[config.mk]
export PLATFORM = sky130hd
export DESIGN_NAME = systolic_feed_ctrl_flat
export DESIGN_NICKNAME = d
export VERILOG_FILES = /design/src/rtl/systolic_feed_ctrl_if.sv /design/src/rtl/systolic_feed_ctrl.sv /design/src/flat_wrapper.sv
export SDC_FILE = /design/constraint.sdc
export NUM_CORES = 1
export LEC_CHECK = 0
export CAP_MARGIN = 20
export CELL_PAD_IN_SITES_DETAIL_PLACEMENT = 0
export CELL_PAD_IN_SITES_GLOBAL_PLACEMENT = 1
export CORE_UTILIZATION = 42
export DETAILED_ROUTE_END_ITERATION = 16
export PLACE_DENSITY = 0.74
export SLEW_MARGIN = 20
export SYNTH_ARGS = -nofsm -noshare
export SYNTH_HDL_FRONTEND = slang
export SYNTH_SLANG_ARGS = --single-unit
[constraint.sdc]
create_clock -name clk -period 8.2 [get_ports clk]
set_clock_uncertainty 0.2 [all_clocks]
set_input_delay 0.82 -clock clk [delete_from_list [all_inputs] [get_ports clk]]
set_output_delay 0.82 -clock clk [all_outputs]
set_load 0.01 [all_outputs]
[src/rtl/systolic_feed_ctrl_if.sv]
// systolic_feed_ctrl_if: host/array bus bundle for the systolic feed controller.
//   Host side (master) drives the pass request and operand-buffer writes;
//   controller side (slave) drives the status and the skewed PE feed.
//   start        pass request
//   wr_en/wr_sel/wr_addr/wr_data  operand write port (sel 0 = A, 1 = B)
//   busy, done   pass status
//   pe_clr, pe_en, feed_valid     PE array control
//   left_data, up_data            skewed row / column operands (3 lanes of DW)
interface systolic_feed_ctrl_if #(
  parameter int unsigned DW = 8
) ();
  logic            start;
  logic            wr_en;
  logic            wr_sel;
  logic [3:0]      wr_addr;
  logic [DW-1:0]   wr_data;
  logic            busy;
  logic            done;
  logic            pe_clr;
  logic            pe_en;
  logic            feed_valid;
  logic [3*DW-1:0] left_data;
  logic [3*DW-1:0] up_data;

  modport master (
    output start, wr_en, wr_sel, wr_addr, wr_data,
    input  busy, done, pe_clr, pe_en, feed_valid, left_data, up_data
  );

  modport slave (
    input  start, wr_en, wr_sel, wr_addr, wr_data,
    output busy, done, pe_clr, pe_en, feed_valid, left_data, up_data
  );
endinterface

[src/rtl/systolic_feed_ctrl.sv]
// systolic_feed_ctrl: sequences one 3x3 matrix-multiply pass on an
// output-stationary systolic array. Holds the A/B operand buffers, clears
// the PE accumulators, feeds skewed operands for 5 cycles, drains for 3
// and pulses done.
//   clk    clock, rising edge
//   reset  asynchronous, active-high
//   bus    systolic_feed_ctrl_if.slave (see interface for signal list)
//   perf_passes  16-bit completed-pass counter, only present when the
//                SYSTOLIC_CTRL_PERF_EN macro is defined
// All outputs are flops loaded from the next-state decode.
module systolic_feed_ctrl #(
  parameter int unsigned DW = 8
) (
  input  logic                 clk,
  input  logic                 reset,
  systolic_feed_ctrl_if.slave  bus
`ifdef SYSTOLIC_CTRL_PERF_EN
  ,
  output logic [15:0]          perf_passes
`endif
);

  localparam int unsigned N         = 3;
  localparam int unsigned NE        = N * N;
  localparam int unsigned AW        = 4;
  localparam int unsigned CW        = 3;
  localparam int unsigned FEED_LEN  = 5;
  localparam int unsigned DRAIN_LEN = 3;

  typedef enum logic [2:0] {IDLE, CLEAR, FEED, DRAIN, DONE} state_t;

  state_t          state, state_nxt;
  logic [CW-1:0]   cnt, cnt_nxt;
  logic [DW-1:0]   a_buf [NE];
  logic [DW-1:0]   b_buf [NE];

  logic            busy_d, done_d, pe_clr_d, pe_en_d, feed_d;
  logic [N*DW-1:0] left_d, up_d;

  // State and phase counter register
  always_ff @(posedge clk or posedge reset) begin
    if (reset) begin
      state <= IDLE;
      cnt   <= '0;
    end else begin
      state <= state_nxt;
      cnt   <= cnt_nxt;
    end
  end

  // Next state plus decode of the values the output flops load
  always_comb begin
    int k;
    state_nxt = state;
    cnt_nxt   = cnt;
    left_d    = '0;
    up_d      = '0;
    k         = 0;

    case (state)
      IDLE: begin
        if (bus.start) begin
          state_nxt = CLEAR;
          cnt_nxt   = '0;
        end
      end
      CLEAR: begin
        state_nxt = FEED;
        cnt_nxt   = '0;
      end
      FEED: begin
        if (cnt == CW'(FEED_LEN - 1)) begin
          state_nxt = DRAIN;
          cnt_nxt   = '0;
        end else begin
          cnt_nxt = cnt + CW'(1);
        end
      end
      DRAIN: begin
        if (cnt == CW'(DRAIN_LEN - 1)) begin
          state_nxt = DONE;
          cnt_nxt   = '0;
        end else begin
          cnt_nxt = cnt + CW'(1);
        end
      end
      DONE:    state_nxt = IDLE;
      default: state_nxt = IDLE;
    endcase

    busy_d   = (state_nxt == CLEAR) || (state_nxt == FEED) || (state_nxt == DRAIN);
    done_d   = (state_nxt == DONE);
    pe_clr_d = (state_nxt == CLEAR);
    pe_en_d  = (state_nxt == FEED) || (state_nxt == DRAIN);
    feed_d   = (state_nxt == FEED);

    // Lane i carries diagonal index k = t - i: A[i][k] on row i, B[k][i] on column i
    for (int i = 0; i < int'(N); i++) begin
      k = int'(cnt_nxt) - i;
      if (feed_d && (k >= 0) && (k < int'(N))) begin
        left_d[i*DW +: DW] = a_buf[AW'(i * int'(N) + k)];
        up_d[i*DW +: DW]   = b_buf[AW'(k * int'(N) + i)];
      end
    end
  end

  // Registered outputs
  always_ff @(posedge clk or posedge reset) begin
    if (reset) begin
      bus.busy       <= 1'b0;
      bus.done       <= 1'b0;
      bus.pe_clr     <= 1'b0;
      bus.pe_en      <= 1'b0;
      bus.feed_valid <= 1'b0;
      bus.left_data  <= '0;
      bus.up_data    <= '0;
    end else begin
      bus.busy       <= busy_d;
      bus.done       <= done_d;
      bus.pe_clr     <= pe_clr_d;
      bus.pe_en      <= pe_en_d;
      bus.feed_valid <= feed_d;
      bus.left_data  <= left_d;
      bus.up_data    <= up_d;
    end
  end

  // Operand buffers: writable only in IDLE so a pass sees frozen operands
  always_ff @(posedge clk or posedge reset) begin
    if (reset) begin
      for (int e = 0; e < int'(NE); e++) begin
        a_buf[AW'(e)] <= '0;
        b_buf[AW'(e)] <= '0;
      end
    end else if ((state == IDLE) && bus.wr_en && (bus.wr_addr < AW'(NE))) begin
      if (bus.wr_sel) begin
        b_buf[bus.wr_addr] <= bus.wr_data;
      end else begin
        a_buf[bus.wr_addr] <= bus.wr_data;
      end
    end
  end

`ifdef SYSTOLIC_CTRL_PERF_EN
  // Completed-pass counter, bumps as DONE is entered, wraps naturally
  always_ff @(posedge clk or posedge reset) begin
    if (reset) begin
      perf_passes <= '0;
    end else if (done_d) begin
      perf_passes <= perf_passes + 16'd1;
    end
  end
`endif

endmodule
[src/flat_wrapper.sv]
// flat-port wrapper written by rule: the top's interface ports become plain ports
module systolic_feed_ctrl_flat 
#(
  parameter int unsigned DW = 8
)
  (clk, reset, bus_start, bus_wr_en, bus_wr_sel, bus_wr_addr, bus_wr_data, bus_busy, bus_done, bus_pe_clr, bus_pe_en, bus_feed_valid, bus_left_data, bus_up_data);
  systolic_feed_ctrl_if #(.DW(DW)) bus_i ();
  input  logic clk;
  input  logic reset;
  input wire logic [$bits(bus_i.start)-1:0] bus_start;
  input wire logic [$bits(bus_i.wr_en)-1:0] bus_wr_en;
  input wire logic [$bits(bus_i.wr_sel)-1:0] bus_wr_sel;
  input wire logic [$bits(bus_i.wr_addr)-1:0] bus_wr_addr;
  input wire logic [$bits(bus_i.wr_data)-1:0] bus_wr_data;
  output wire logic [$bits(bus_i.busy)-1:0] bus_busy;
  output wire logic [$bits(bus_i.done)-1:0] bus_done;
  output wire logic [$bits(bus_i.pe_clr)-1:0] bus_pe_clr;
  output wire logic [$bits(bus_i.pe_en)-1:0] bus_pe_en;
  output wire logic [$bits(bus_i.feed_valid)-1:0] bus_feed_valid;
  output wire logic [$bits(bus_i.left_data)-1:0] bus_left_data;
  output wire logic [$bits(bus_i.up_data)-1:0] bus_up_data;
  assign bus_i.start = bus_start;
  assign bus_i.wr_en = bus_wr_en;
  assign bus_i.wr_sel = bus_wr_sel;
  assign bus_i.wr_addr = bus_wr_addr;
  assign bus_i.wr_data = bus_wr_data;
  assign bus_busy = bus_i.busy;
  assign bus_done = bus_i.done;
  assign bus_pe_clr = bus_i.pe_clr;
  assign bus_pe_en = bus_i.pe_en;
  assign bus_feed_valid = bus_i.feed_valid;
  assign bus_left_data = bus_i.left_data;
  assign bus_up_data = bus_i.up_data;
  systolic_feed_ctrl #(.DW(DW)) u_core (.clk(clk), .reset(reset), .bus(bus_i));
endmodule
==> run_results.csv <==
group,metric,value,unit
status,status,"finished, final reports clean",
global_route,gr-usage-met2,0.348,
sta,fmax,0.188,GHz
cells_and_area,multi_input_area,4950,sq um
clock_tree,clk_latency,0.51,ns
clock_tree,cts.sinks,203,
routing,drt-vias-per-instance,6.17,
routing,vias,7564,
setup_path,crit_path_end_kind,"flip-flop",
routing,drc,0,
global_route,grt_pass1_wl,46.4,mm
cells_and_area,n_antenna_cell,0,
sta,finalHoldViolCount,0,
global_route,use_met3,0.0372,
global_route,grt.met1_usage,0.368,
setup_path,arrival,5.57,ns
flow_run,maxCapViolations,0,
sta,finalSetupViolCount,0,
sta,finalSetupTns,0,ns
sta,relSlewSlack,0.246,
setup_path,cp.required,8.45,ns
synth,synthFlopType,"dfrtp_1",
sta,tightest_slew,1.13,ns
setup_path,crit_fanout,26,
cells_and_area,area_delta_synth_final,16.1,%
routing,drtIter0Drc,666,
floorplan,die_h,159,um
clock_tree,ctsRootBufferMaster,"clkbuf_16",
synth,synth_edf_count,16,
synth,syn_area_per_cell,12.3,sq um
hold_path,worstHoldStart,"u_core.a_buf[4]",
global_route,grt_use_total,0.238,
synth,syn_inst,845,
clock_tree,cts_tree,"done",
setup_path,timing.rr.start,"u_core.cnt[0]",
floorplan,core_area,24300,sq um
sta,slew_violations,0,
routing,ant_nets,0,
routing,routed_wl,30.0,mm
synth,syn_area,10400,sq um
placement,post-dp-hpwl,20.0,mm
floorplan,fp.dieW,159,um
setup_path,path_class,"input port to flip-flop",
setup_path,worstSetupStartpointType,"input port",
global_route,grt_pass1_vias,7387,
synth,synth_nets,882,
global_route,antenna_found_initial,0,
setup_path,r2r_slack,3.00,ns
placement,port_buffers,69,
clock_tree,cts_setup_buffers,0,
sta,rsz0062_at_grt,"no",
clock_tree,ctsLongestPathBuffers,3,
synth,synth.yosys.seq_area_share,0.496,
global_route,grt_max_degree,103,
cells_and_area,drive_gt1_frac,0.242,
clock_tree,cts_resized,0,
routing,dr.pass1.iters,5,
floorplan,row_count,57,
global_route,top_usage_layer,"met1",
sta,timing.final.crit_share,0.648,
global_route,grt-ovfl-total,0,
synth,synth_cell_types,68,
clock_tree,htree_levels,1,
clock_tree,hold_buffers,0,
clock_tree,numCtsBuffers,23,
synth,ys_warn_count,0,
setup_path,timing.rr.end,"u_core.bus.up_data[10]",
floorplan,io_pins,70,
placement,place_congestion,0.882,
synth,synth.area.top_cells,"dfrtp_1 (45%), mux2_2 (14%), a211oi_1 (5.6%)",
floorplan,die_area,25400,sq um
synth,synth_largest_area_cell,"dfrtp_1",
cells_and_area,fillers,2114,
synth,synth-seq-cells,203,
hold_path,whs_path_depth,1,
cells_and_area,regArea,5160,sq um
cells_and_area,nets,923,
clock_tree,path_clk_slew,0.06,ns
hold_path,whs_endpoint,"u_core.bus.left_data[12]",
hold_path,hp-class,"flip-flop to flip-flop",
sta,min_period,5.32,ns
floorplan,initial_core_util,0.428,
synth,synthArstFlopShare,0.921,
setup_path,reg2regPathDepth,18,
synth,yosys.area.top_type_share,0.449,
routing,wl_per_cell,24.4,um
-- critical path, stage by stage --
cell             delay, ns
clkdlybuf4s50_1       0.44
nor3_1                0.26
o21ai_1               0.15
nand2_4               0.39
inv_2                 0.40
ha_1                  0.42
or3_4                 0.43
nand2_1               0.11
inv_1                 0.05
ha_1                  0.26
inv_1                 0.08
fa_1                  0.61
inv_1                 0.09
nand2_1               0.32
a211oi_1              0.11
nor4_1                0.37
a32o_2                0.23
-- worst max-delay path by stage --
stage,startpoint,to,slack [ns],cells after the start
2_1_floorplan,reset,u_core.a_buf[10],2.07,1
3_3_place_gp,bus_start,u_core.bus.up_data[9],2.48,17
3_5_place_dp,bus_start,u_core.bus.up_data[10],2.37,17
4_1_cts,bus_start,u_core.bus.up_data[10],2.89,17
5_1_grt,bus_start,u_core.bus.up_data[10],2.59,13
6_report,bus_start,u_core.bus.up_data[10],2.88,17
-- layout by cell type (no fill, tap or decap), types with 9 or more instances in the layout --
cell             synthesis  layout
dfrtp_1                187     187
mux2_2                 128     128
a211oi_1                78      78
clkdlybuf4s50_1          0      69
and3_1                  58      58
nand2_1                 39      39
nor2_1                  24      24
a22o_1                  24      24
clkbuf_16                0      23
a2111oi_0               22      22
mux4_2                  19      19
ha_1                    17      17
a21oi_1                 16      16
edfxtp_1                16      16
nand3b_1                14      14
inv_1                   14      13
mux2i_1                 12      12
and2_1                  10      10
nor2b_1                  9       9
nor4_1                   9       9
-- stage by stage --
step | hold WS, ns | std cells | cell area (sq um) | setup slack [ns] | util
final | 0.289 | 1226 | 12100 | 2.88 | 0.497
after global routing | 0.312 | 1226 | 12100 | 2.59 | 0.497
after CTS | 0.298 | 1225 | 12100 | 2.89 | 0.497
after detailed placement | 0.285 | 1184 | 11300 | 2.37 | 0.465
after global placement | 0.282 | 1184 | 11300 | 2.48 | 0.465
after floorplan | 0.269 | 845 | 10400 | 2.07 | -
-- cell type report --
type                       instances  area share
sequential                       203       0.427
multi-input combinational        566       0.409
timing repair buffer              76      0.0615
clock buffer                      29      0.0528
tap                              324      0.0335
clock inverter                    12      0.0100
inverter                          16     0.00580
-- synth_stat cells (all sizes together) (9+ instances only) --
cell     instances
inv             16
and3            58
nand3b          14
mux2i           12
dfrtp          187
mux2           128
a21oi           16
ha              17
nor4            11
a2111oi         23
buf             24
nor2b            9
a32o            13
a22o            24
mux4            19
nor2            24
edfxtp          16
clkbuf          36
and2            10
nand2           42
a211oi          78
-- metal layers --
metal | wire length [um] | vias to the layer above
met5 | 0 | -
met4 | 575 | 0
met3 | 2290 | 49
met2 | 13100 | 338
met1 | 14000 | 3845
li1 | - | 3332
-- registers in the layout, summed over array words and instances, names as in the netlist --
| signal | flops |
|---|---|
| u_core.bus.busy | 1 |
| u_core.b_buf | 72 |
| u_core.bus.left_data | 24 |
| u_core.bus.up_data | 24 |
| u_core.state | 3 |
| u_core.bus.done | 1 |
| u_core.cnt | 3 |
| u_core.bus.pe_en | 1 |
| u_core.bus.feed_valid | 1 |
| u_core.bus.pe_clr | 1 |
| u_core.a_buf | 72 |
-- cell families (layout without fill, tap and decap cells) --
logic type      count (synthesis)  in the layout  share of synthesized area
flops                         203            203                      0.496
fa+ha+maj                      20             20                     0.0262
buf+inv                        76            133                     0.0320
mux                           159            159                      0.191
simple gates                  198            198                      0.110
compound gates                182            182                      0.139
xor+xnor                        7              7                    0.00589
Power is left out: the tool's default activity adds up to more than one toggle a clock period on the data nets, which glitch-free logic cannot reach.
==> patch 1, RTL diff (same flow settings) <==
`DW` is set to 8 in 3 places; all go to 6.
--- a/src/rtl/systolic_feed_ctrl_if.sv
+++ b/src/rtl/systolic_feed_ctrl_if.sv
@@ -8,5 +8,5 @@
 //   left_data, up_data            skewed row / column operands (3 lanes of DW)
 interface systolic_feed_ctrl_if #(
-  parameter int unsigned DW = 8
+  parameter int unsigned DW = 6
 ) ();
   logic            start;
--- a/src/rtl/systolic_feed_ctrl.sv
+++ b/src/rtl/systolic_feed_ctrl.sv
@@ -10,5 +10,5 @@
 // All outputs are flops loaded from the next-state decode.
 module systolic_feed_ctrl #(
-  parameter int unsigned DW = 8
+  parameter int unsigned DW = 6
 ) (
   input  logic                 clk,
--- a/src/flat_wrapper.sv
+++ b/src/flat_wrapper.sv
@@ -2,5 +2,5 @@
 module systolic_feed_ctrl_flat 
 #(
-  parameter int unsigned DW = 8
+  parameter int unsigned DW = 6
 )
   (clk, reset, bus_start, bus_wr_en, bus_wr_sel, bus_wr_addr, bus_wr_data, bus_busy, bus_done, bus_pe_clr, bus_pe_en, bus_feed_valid, bus_left_data, bus_up_data);
Ports: changed (resized bus_left_data, bus_up_data and bus_wr_data); port bits go from 70 to 56. No check against the original RTL was run, so the function may have changed too.
==> patch 1 against the original RTL <==
Via count down 18%. Non-clock buffer count decreased by 17. Cell area down 19%. Wire length down 21%. Largest cell class is now multi-input combinational cells. Die area decreased by 18%. Area after synthesis shrank 18%. Sequential cell count is 48 lower. Synthesized cell count down 14%. Worst setup slack lost 530 ps.
Power is not shown: default switching activity piles up to over one toggle a cycle in this logic, so the estimate is an artifact.
==> patch 1: results (changes against the original RTL) <==
status=finished clean (unchanged); largest registers=u_core.a_buf x54, u_core.b_buf x54 (was u_core.a_buf x72, u_core.b_buf x72); Detail Route met2 WL=10.5 mm (was 13.1 mm); worst-path cell with the longest stage delay=ha_2 (was fa_1); Setup Buffers After CTS=0 (unchanged); Crit path largest cell delay=840 ps (was 610 ps); layout cells sized above 1=0.244 (was 0.242); vias in the first global route=6,263 (was 7,387); Slew HR=0.228 (was 0.246); Hold Path Class=flip-flop to flip-flop (unchanged); initial antenna violation count=0 (unchanged); Synthesized Nets=758 (was 882); CP Max Fanout=34 (was 26); largest cells by area after synthesis=dfrtp_1 42%, mux2_2 13%, mux4_2 5.6%, edfxtp_1 4.2%, nand2_1 2.6% (was dfrtp_1 45%, mux2_2 14%, a211oi_1 5.6%, edfxtp_1 4.6%, mux4_2 4.1%); Layout Nets=788 (was 923); wire per inst=22.9 um (was 24.4 um); Num CTS Buffers=17 (was 23); Placement Setup Slack=1950 ps (was 2370 ps); setup tns final=0 ps (unchanged); largest net degree at the start of global routing=77 (was 103); # port buffers=55 (was 69); global-route wire length before repair=37.2 mm (was 46.4 mm); detailed-route via count=6,193 (was 7,564); met3 WL=1.65 mm (was 2.29 mm); Yosys Warn Count=0 (unchanged); clock-pin slew on the worst setup and hold paths=60 ps (about the same); Critical Path AT=5960 ps (was 5570 ps); Netlist cell types=74 (was 68); ys async rst share=0.923 (was 0.921); routed length on met1=11.3 mm (was 14.0 mm); GP Congestion=0.893 (was 0.882); Top Metal Used=met4 (unchanged); antenna cells=0 (unchanged); drt pass-1 iters=5 (unchanged); buffer depth of the longest clock path=2 (was 3); Seq/Total Area, Yosys=0.463 (was 0.496); post-cts sizing count=0 (unchanged); detailed-placement wirelength estimate=16.7 mm (was 20.0 mm); H-tree depth=4 (was 1); EDFF count, synth=12 (was 16); clk_lat worst skew=430 ps (was 510 ps); Iter 0 DRT Violations=484 (was 666); most frequent cells after synthesis=143 x dfrtp_1, 101 x mux2_2, 59 x nand2_1, 34 x nand3_1, 27 x clkbuf_1 (was 187 x dfrtp_1, 128 x mux2_2, 78 x a211oi_1, 58 x and3_1, 39 x nand2_1); Yosys top cell by area=dfrtp_1 (unchanged); CP delay by family, top=adder cells (was simple AND/OR/NAND/NOR gates); gr usage total=0.245 (was 0.238); root buffer cell=clkbuf_16 (unchanged)
==> patch 1: cell count changes after synthesis, moves of 10 or more <==
| cell | change |
|---|---|
| nand3b_1 | -13 |
| mux2_2 | -27 |
| dfrtp_1 | -44 |
| and3_1 | -38 |
| a2111oi_0 | -16 |
| a211oi_1 | -65 |
| o211ai_1 | +10 |
| nand3_1 | +27 |
| o21ai_0 | +19 |
| a22o_1 | -23 |
| nand2_1 | +20 |
==> patch 1: cells by family after synthesis <==
logic type | share of synthesized area
xor gates and xnor gates | 0.00927
muxes | 0.212
adders and majority gates | 0.0306
buffers and inverters | 0.0379
and+or+nand+nor | 0.133
DFF | 0.463
AOI/OAI and AO/OA | 0.114
==> patch 1: per-layer routing <==
| metal | vias up | track usage |
|---|---|---|
| met4 | 0 | 0.0731 |
| met5 | - | 0 |
| met3 | 23 | 0.0513 |
| met1 | 3160 | 0.360 |
| li1 | 2756 | - |
| met2 | 254 | 0.360 |
==> patch 1: cell type report <==
type	instances	area (um^2)
inverter	19	83.8
sequential	155	3940
clock buffer	21	482
tap	265	332
fill	1778	9820
clock inverter	11	155
multi-input combinational	502	4260
timing repair buffer	59	581
==> patch 1: final timing paths <==
check	start	endpoint	slack [ps]	cells past startpoint
max	bus_start	u_core.bus.up_data[8]	2350	16
min	u_core.a_buf[27]	u_core.a_buf[27]	310	1
max reg2reg	u_core.cnt[0]	u_core.bus.up_data[8]	2450	16
min reg2reg	u_core.a_buf[27]	u_core.a_buf[27]	310	1
max in group asynchronous	reset	u_core.b_buf[19]	5730	3
min in group asynchronous	reset	u_core.bus.left_data[14]	660	2
==> patch 1: worst register-to-register path: cells and delay by family, from the launching register on <==
kind	cells	cell delay, ps
and+or+nand+nor	4	880
AOI/OAI and AO/OA	2	590
adders and majority gates	4	1980
DFF	1	440
buffers and inverters	3	480
xor gates and xnor gates	2	710
muxes	1	340
==> patch 1: stage by stage <==
step | cell area, um^2 | util | instances | hold WS (ps)
finish | 9830 | 0.500 | 1032 | 311
global placement | 9190 | 0.468 | 1000 | 292
CTS | 9830 | 0.500 | 1032 | 311
global route | 9830 | 0.500 | 1032 | 316
floorplan | 8510 | - | 724 | 267
detailed placement | 9200 | 0.468 | 1000 | 286
==> patch 2, RTL diff (same flow settings) <==
Without the edit above. The 5 states of `state_t` get a Gray code encoding in 3 bits.
--- a/src/rtl/systolic_feed_ctrl.sv
+++ b/src/rtl/systolic_feed_ctrl.sv
@@ -28,5 +28,5 @@
   localparam int unsigned DRAIN_LEN = 3;
 
-  typedef enum logic [2:0] {IDLE, CLEAR, FEED, DRAIN, DONE} state_t;
+  typedef enum logic [2:0] {IDLE = 3'b000, CLEAR = 3'b001, FEED = 3'b011, DRAIN = 3'b010, DONE = 3'b110} state_t;
 
   state_t          state, state_nxt;
Function: no difference found for any inputs over 4 cycles, from zero or initial values and one cycle with reset high; so few cycles prove little.
==> patch 2 against the original RTL <==
Register-to-register slack lost 1100 ps. Cell area grew 0.66%. First-iteration DRC count shrank 6.8%. Utilization grew 0.18 points. Area after synthesis grew 0.79%. Wire length shrank 1.3%. Sequential cell count is the same. Worst setup slack lost 990 ps. Sequential share of layout area shrank 0.28 points.
Power is left out: the tool's default activity adds up to more than one toggle a clock period on the data nets, which glitch-free logic cannot reach.
==> patch 2: results (changes against the original RTL) <==
status=finished clean (unchanged); reg2reg end=u_core.bus.up_data[13] (was u_core.bus.up_data[10]); r2r setup slk=1900 ps (was 3000 ps); Detail Route met2 WL=13.6 mm (was 13.1 mm); filler instances=2,221 (was 2,114); Synthesized Nets=955 (was 882); most frequent cells after synthesis=187 x dfrtp_1, 130 x mux2_2, 99 x nand2_1, 62 x nand3_1, 40 x a21oi_1 (was 187 x dfrtp_1, 128 x mux2_2, 78 x a211oi_1, 58 x and3_1, 39 x nand2_1); Layout Nets=1,009 (was 923); end of the worst hold path=u_core.a_buf[28] (was u_core.bus.left_data[12]); Hold Crit Start=u_core.a_buf[28] (was u_core.a_buf[4]); Worst Max-Slew Pin Slew=1080 ps (was 1130 ps); vias in the first global route=7,612 (was 7,387); Netlist cell types=71 (was 68); largest cells by area after synthesis=dfrtp_1 45%, mux2_2 14%, edfxtp_1 4.6%, nand2_1 3.5%, mux4_2 3.2% (was dfrtp_1 45%, mux2_2 14%, a211oi_1 5.6%, edfxtp_1 4.6%, mux4_2 4.1%); Crit path largest cell delay=840 ps (was 610 ps); r2r worst-path depth=16 (was 18); global-route wire length before repair=45.7 mm (was 46.4 mm); met3 WL=1.90 mm (was 2.29 mm); Num CTS Buffers=23 (unchanged); Critical Path AT=6470 ps (was 5570 ps); clk_lat worst skew=530 ps (was 510 ps); Setup Buffers After CTS=0 (unchanged); EDFF count, synth=16 (unchanged); layout cells sized above 1=0.219 (was 0.242); routed length on met1=13.5 mm (was 14.0 mm); GP Congestion=0.863 (was 0.882); Placement Setup Slack=1600 ps (was 2370 ps); Seq/Total Area, Yosys=0.492 (was 0.496); CP Max Fanout=49 (was 26); vias per cell=5.95 (was 6.17); # port buffers=69 (unchanged); largest net degree at the start of global routing=116 (was 103); routed wire length=29.6 mm (was 30.0 mm); gr usage total=0.232 (was 0.238); root buffer cell=clkbuf_16 (unchanged); antenna cells=0 (unchanged); Iter 0 DRT Violations=621 (was 666); detailed-placement wirelength estimate=19.4 mm (was 20.0 mm)
## patch 2: kinds of logic after synthesis
kind of cell	Yosys count	synth area share
compound gates	161	0.116
xor+xnor	6	0.00501
fa+ha+maj	21	0.0272
buf+inv	82	0.0327
flops	203	0.492
mux	175	0.200
simple gates	269	0.127
## patch 2: worst max path at each step
stage	start	end	slack (ps)	cells past startpoint
2_1_floorplan	reset	u_core.a_buf[10]	2090	1
6_report	u_core.cnt[0]	u_core.bus.up_data[13]	1900	16
3_3_place_gp	bus_start	u_core.bus.up_data[9]	1770	17
3_5_place_dp	bus_start	u_core.bus.up_data[8]	1600	17
5_1_grt	u_core.cnt[0]	u_core.bus.up_data[8]	1530	18
4_1_cts	u_core.cnt[0]	u_core.bus.up_data[13]	1940	16
## patch 2: layer usage
| layer | global-route usage | vias up |
|---|---|---|
| li1 | - | 3496 |
| met1 | 0.337 | 3945 |
| met2 | 0.360 | 308 |
| met3 | 0.0299 | 53 |
| met4 | 0.0697 | 0 |
| met5 | 0 | - |
## patch 2: critical path, delay by kind of cell, from the launching register on
kind	cells	cell delay [ps]
AO/OA/AOI/OAI	4	830
buffers and inverters	5	1500
AND/OR/NAND/NOR	3	1140
adder cells (fa/ha/maj)	4	1990
flip-flops	1	420
## patch 2: final cells by class
class	instances	area, um^2	share of cell area
multi-input combinational	632	4990	0.410
clock buffer	33	643	0.0529
tap	324	405	0.0333
clock inverter	9	53.8	0.00442
sequential	203	5160	0.424
inverter	28	115	0.00946
timing repair buffer	83	796	0.0654
## patch 2: stage by stage
step	cells	area (um^2)	hold slack (ps)	util
2_1_floorplan	917	10500	258	-
3_3_place_gp	1269	11500	287	0.470
3_5_place_dp	1270	11500	291	0.470
4_1_cts	1312	12200	305	0.499
5_1_grt	1312	12200	316	0.499
6_report	1312	12200	306	0.499
